### src/rtl/seg_display_scanner.sv
// Time-multiplexed scan controller for a 4-digit common-anode 7-segment display.
// Snapshots value/dp once per frame, blanks between digits, optionally blanks leading zeros.
module seg_display_scanner #(
  parameter int CLK_DIV      = 50000,
  parameter int BLANK_CYCLES = 1000,
  parameter int LZ_BLANK     = 1
) (
  input  logic        clock,
  input  logic        reset_in,
  input  logic        enable,
  input  logic [15:0] value,
  input  logic [3:0]  dp_in,
  output logic [3:0]  disp_anode,
  output logic [7:0]  disp_seg,
  output logic        frame_start
);

  localparam int CNT_W = $clog2(CLK_DIV);

  typedef enum logic [1:0] {IDLE, BLANK, SHOW} state_t;

  state_t           state_q, state_d;
  logic [CNT_W-1:0] cnt_q, cnt_d;
  logic [1:0]       idx_q, idx_d;
  logic [15:0]      snap_val_q, snap_val_d;
  logic [3:0]       snap_dp_q, snap_dp_d;
  logic [3:0]       anode_q, anode_d;
  logic [7:0]       seg_q, seg_d;
  logic             frame_start_q, frame_start_d;

  logic [3:0]       cur_nib;
  logic             cur_dp;
  logic             glyph_blank;

  function automatic logic [6:0] encode(input logic [3:0] nib);
    logic [6:0] g;
    case (nib)
      4'h0: g = 7'h40;
      4'h1: g = 7'h79;
      4'h2: g = 7'h24;
      4'h3: g = 7'h30;
      4'h4: g = 7'h19;
      4'h5: g = 7'h12;
      4'h6: g = 7'h02;
      4'h7: g = 7'h78;
      4'h8: g = 7'h00;
      4'h9: g = 7'h10;
      4'hA: g = 7'h08;
      4'hB: g = 7'h03;
      4'hC: g = 7'h46;
      4'hD: g = 7'h21;
      4'hE: g = 7'h06;
      default: g = 7'h0E;
    endcase
    return g;
  endfunction

  always_ff @(posedge clock or negedge reset_in) begin
    if (!reset_in) begin
      state_q       <= IDLE;
      cnt_q         <= '0;
      idx_q         <= '0;
      snap_val_q    <= '0;
      snap_dp_q     <= '0;
      anode_q       <= 4'hF;
      seg_q         <= 8'hFF;
      frame_start_q <= 1'b0;
    end else begin
      state_q       <= state_d;
      cnt_q         <= cnt_d;
      idx_q         <= idx_d;
      snap_val_q    <= snap_val_d;
      snap_dp_q     <= snap_dp_d;
      anode_q       <= anode_d;
      seg_q         <= seg_d;
      frame_start_q <= frame_start_d;
    end
  end

  // Snapshot loads only when a frame begins (leaving IDLE or wrapping digit 3 -> 0).
  always_comb begin
    state_d       = state_q;
    cnt_d         = cnt_q;
    idx_d         = idx_q;
    snap_val_d    = snap_val_q;
    snap_dp_d     = snap_dp_q;
    frame_start_d = 1'b0;
    if (!enable) begin
      state_d = IDLE;
      cnt_d   = '0;
      idx_d   = '0;
    end else begin
      case (state_q)
        IDLE: begin
          state_d       = BLANK;
          cnt_d         = '0;
          idx_d         = '0;
          snap_val_d    = value;
          snap_dp_d     = dp_in;
          frame_start_d = 1'b1;
        end
        BLANK: begin
          cnt_d = cnt_q + 1'b1;
          if (cnt_q == CNT_W'(BLANK_CYCLES - 1)) state_d = SHOW;
        end
        SHOW: begin
          if (cnt_q == CNT_W'(CLK_DIV - 1)) begin
            cnt_d   = '0;
            idx_d   = idx_q + 1'b1;
            state_d = BLANK;
            if (idx_q == 2'd3) begin
              snap_val_d    = value;
              snap_dp_d     = dp_in;
              frame_start_d = 1'b1;
            end
          end else begin
            cnt_d = cnt_q + 1'b1;
          end
        end
        default: begin
          state_d = IDLE;
          cnt_d   = '0;
          idx_d   = '0;
        end
      endcase
    end
  end

  // A leading-zero glyph is suppressed unless a lit DP sits to its left; its own DP still lights.
  always_comb begin
    cur_nib     = snap_val_q[4*idx_q +: 4];
    cur_dp      = snap_dp_q[idx_q];
    glyph_blank = (LZ_BLANK != 0) && (idx_q != 2'd0);
    for (int j = 1; j < 4; j++) begin
      if (idx_q <= 2'(j) && snap_val_q[4*j +: 4] != 4'h0) glyph_blank = 1'b0;
      if (idx_q < 2'(j) && snap_dp_q[j]) glyph_blank = 1'b0;
    end
  end

  always_comb begin
    anode_d = 4'hF;
    seg_d   = 8'hFF;
    if (enable && state_q == SHOW) begin
      anode_d = ~(4'b0001 << idx_q);
      seg_d   = {~cur_dp, glyph_blank ? 7'h7F : encode(cur_nib)};
    end
  end

  assign disp_anode  = anode_q;
  assign disp_seg    = seg_q;
  assign frame_start = frame_start_q;

endmodule

### config.mk
export PLATFORM = sky130hd
export DESIGN_NAME = seg_display_scanner
export DESIGN_NICKNAME = d
export VERILOG_FILES = /design/src/rtl/seg_display_scanner.sv
export SDC_FILE = /design/constraint.sdc
export NUM_CORES = 1
export LEC_CHECK = 0
export ABC_CLOCK_PERIOD_IN_PS = 2410
export CORE_MARGIN = 2
export CORE_UTILIZATION = 55
export DETAILED_ROUTE_END_ITERATION = 7
export PLACE_DENSITY = 0.79
export SLEW_MARGIN = 20
export SYNTH_ARGS = -nofsm -noshare
export SYNTH_HDL_FRONTEND = slang
export SYNTH_SLANG_ARGS = --single-unit
### constraint.sdc
create_clock -name clock -period 2.41 [get_ports clock]
set_input_delay 0.482 -clock clock [delete_from_list [all_inputs] [get_ports clock]]
set_output_delay 0.482 -clock clock [all_outputs]
set_load 0.005 [all_outputs]
==> results.md <==
* Maximum vdd ir drop at ~0.54 mV
* Pwr Density at ~960 nW/um^2
* EDFF count, synth at 0
* CTS clk-pin slew, worst paths at 0.10 ns
* Final worst slack at between 0.2 and 0.25 ns
* Initial cell density of the core at approximately 57%
* Avg WL per Cell at approximately 15 um
* Min cycle time layout at about 2.2 ns
* Total of max-cap violations at 0
* Setup TNS at 0 ns
* CP startpoint kind: flip-flop
* Root buf cell: clkbuf_8
* Post-Syn Area at around 2900 um^2
* Cts hold-fix bufs at 0
* Status: finished, final reports clean
* Worst hold path type: primary input to async pin
* # rows at 26
* CTS max path bufs at 2
* Critical R2R Launch: cnt_q[0]$_DFF_PN0_
* Largest fanout on the critical path at 20
* CTS tree: built
* Syn Nets at 280
* Die area at roughly 6000 um^2
* DR vias/cell at 5.480
* Post-cts resize count at 0
* Final setup violation count at 0
* Clock latency on the worst-skew pair at around 0.31 ns
* Max-slew violations at 0
* Worst slack, placed at 0.2336 ns
* Crit path kind: flip-flop to flip-flop
* Main flop type after synthesis: dfrtp_1
* Reg2reg end: snap_val_q[15]$_DFFE_PN0P_
* Die width at roughly 76 um
* Slowest stage cell, crit path: and3_4
* Pre-antenna DRT Iters at 4
* Total number of vias at a little under 2k
* Area contributors post-synth: dfrtp_1 (35%), dfstp_2 (11%), mux2_4 (10%)
* Yosys top cell area share at a little over a third
* RD Place Congestion at 0.8152
* Drt initial violations at 129
* Io pins at 36
* Core Area at 5075 um^2
* Synth async-reset ratio at between 90% and 100%
* GRT Residual Overflow at 0
* Total length of routed wires at 5.393 mm
* Clock skew at ~0.0068 ns
* DIE HEIGHT at between 70 and 80 um
* Layout Area Growth over Synthesis at 16.88%
* Critical path's largest stage delay at 0.47 ns
* Post-CTS Setup Bufs at 0
* Remaining DRCs at 0
* Synth Register Bits at between 50 and 60
* Worst slew pin tran at between 0.6 and 0.7 ns
* Clk sinks at 53
* GR Util All Layers at 20.14%
* RSZ-0062 raised after global routing: no
* Vias in the first global route at roughly 1.9k
* Pin count of the biggest net entering global routing at 54
* FF-to-FF path depth at 6
* Critical path required time at about 2.6 ns
* Final-report hold violation count at 0
* Gate Count Post-Synth at between 200 and 250
* H-tree levels at 2
* First-pass GRT wire length at slightly above 9 mm
* Yosys warns at 0
* Port bufs at 35
* Seq/Total Area, Yosys at between 40% and 50%
* Yosys cell types at between 40 and 50
* Slew HR at 58.29%
* Synth area leader: dfrtp_1
* Initial antenna violation count at 0
* Num CTS Buffers at 5
* Share of layout cells above drive strength 1 at 22.70%
* HPWL after DPL at 3.837 mm
* Critical Path AT at 2.36 ns
* Synth Area per Inst at around 12 um^2
* Leakage power at between 0.001 and 0.0015 uW
* Worst-path cell chain: ha_1 > and3_2 > nand4_2 > o21ai_2 > and3_4 > mux2_4
* Crit share post-route at 90.02%
* Antenna-violating nets left at 0
* Fmax achieved at around 460 MHz
* Crit. End Element: flip-flop
* Net count, final at 320
* ANT cells at 0
* R2R setup slack at 0.24 ns
[worst max-delay path by stage]
stage                          from                          to  slack [ns]  cells after the start
2_1_floorplan  idx_q[1]$_DFFE_PN0P_       disp_seg[3]$_DFF_PN1_        0.51                      7
3_3_place_gp                 enable       disp_seg[1]$_DFF_PN1_        0.31                      5
3_5_place_dp                 enable       disp_seg[1]$_DFF_PN1_        0.23                      5
4_1_cts        idx_q[0]$_DFFE_PN0P_       disp_seg[1]$_DFF_PN1_        0.16                      7
5_1_grt          cnt_q[0]$_DFF_PN0_  snap_val_q[10]$_DFFE_PN0P_        0.12                      6
6_report         cnt_q[0]$_DFF_PN0_  snap_val_q[15]$_DFFE_PN0P_        0.24                      6
[cell type report]
type / instances / area (um^2)
clock buffers: 5 / 68.82
flip-flops and latches: 53 / 1341
well taps: 70 / 87.58
fillers: 402 / 1697
repair buffers: 39 / 375.4
inverters: 11 / 41.29
clock inverters: 3 / 17.52
multi-input cells: 171 / 1446
[stage by stage]
step                      instance area, um^2  hold WS [ns]  instances  utilization [%]  total power, uW
after floorplan                          2890        0.1864        241                -             2465
after global placement                   3288        0.4677        344            64.79             2714
after detailed placement                 3288        0.4920        344            64.79             2766
after CTS                                3374        0.3003        352            66.49             3267
after global routing                     3378        0.3367        352            66.57             3467
final                                    3378        0.2694        352            66.57             3255
[layer usage]
layer	up-vias	track usage, %	wire, um	share of wire (%)
met1	953	28.82	2593	48
met2	46	31.86	2561	47
met4	0	5.455	57	1.1
met5	-	0	0	0
met3	8	3.673	180	3.3
li1	922	-	-	-
[cells in the mapped netlist, types with 2 or more instances]
| library cell | number |
|---|---|
| a21oi_1 | 5 |
| and2_1 | 2 |
| and3_1 | 2 |
| buf_12 | 2 |
| buf_2 | 2 |
| dfrtp_1 | 41 |
| dfstp_2 | 12 |
| ha_1 | 16 |
| inv_1 | 11 |
| mux2_2 | 3 |
| mux2_4 | 20 |
| mux2i_1 | 4 |
| mux4_2 | 5 |
| nand2_1 | 19 |
| nand2b_1 | 2 |
| nand3_1 | 7 |
| nand4_1 | 3 |
| nor2_1 | 23 |
| nor3_1 | 3 |
| nor4_1 | 5 |
| o21a_1 | 2 |
| o21ai_0 | 10 |
| o21ai_2 | 2 |
| xnor2_1 | 8 |
| xor2_1 | 10 |
[worst max-delay path, delay by kind of cell, from the launching register on]
| kind | cells | cell delay, ns |
|---|---|---|
| AO/OA/AOI/OAI | 1 | 0.22 |
| multiplexers | 1 | 0.34 |
| flip-flops | 1 | 0.41 |
| AND/OR/NAND/NOR | 3 | 0.85 |
| adder cells (fa/ha/maj) | 1 | 0.22 |
[where the power goes]
part | switching [uW] | total, uW | internal, uW | leakage [uW]
sequential | 226 | 1360 | 1140 | 0.000651
combinational | 616 | 1400 | 786 | 0.000740
clock | 288 | 489 | 201 | 0.0000439
[logic make-up (layout without fill, tap and decap cells)]
logic type	count (synthesis)	count (layout)	synth area share (%)
AO/OA/AOI/OAI	30	30	7.014
multiplexers	32	32	16.84
XOR/XNOR	18	18	5.455
adder cells (fa/ha/maj)	16	16	6.926
flip-flops	53	53	46.41
buffers and inverters	17	58	3.680
AND/OR/NAND/NOR	75	75	13.68
[sequential cells by signal (all words and copies together), names as in the netlist]
signal       flops
cnt_q           16
disp_anode       4
disp_seg         8
frame_start      1
idx_q            2
snap_dp_q        4
snap_val_q      16
state_q          2
[cell usage in the layout, fill, tap and decap left out, drive strengths merged, types with 2 or more instances in the layout]
| cell type | Yosys | routed |
|---|---|---|
| dfrtp | 41 | 41 |
| ha | 16 | 16 |
| xor2 | 10 | 10 |
| mux2 | 23 | 23 |
| o21ai | 13 | 13 |
| nor2 | 23 | 23 |
| nand3 | 7 | 7 |
| and3 | 4 | 4 |
| clkbuf | 1 | 5 |
| a21oi | 5 | 5 |
| mux4 | 5 | 5 |
| nor4 | 5 | 5 |
| nand2 | 19 | 19 |
| xnor2 | 8 | 8 |
| and2 | 2 | 2 |
| clkinv | 0 | 2 |
| nand2b | 2 | 2 |
| mux2i | 4 | 4 |
| inv | 11 | 11 |
| o21a | 2 | 2 |
| buf | 5 | 5 |
| clkdlybuf4s50 | 0 | 34 |
| nor3 | 4 | 4 |
| dfstp | 12 | 12 |
| nand4 | 4 | 4 |
No activity file was read; power rests on OpenSTA's default activity.
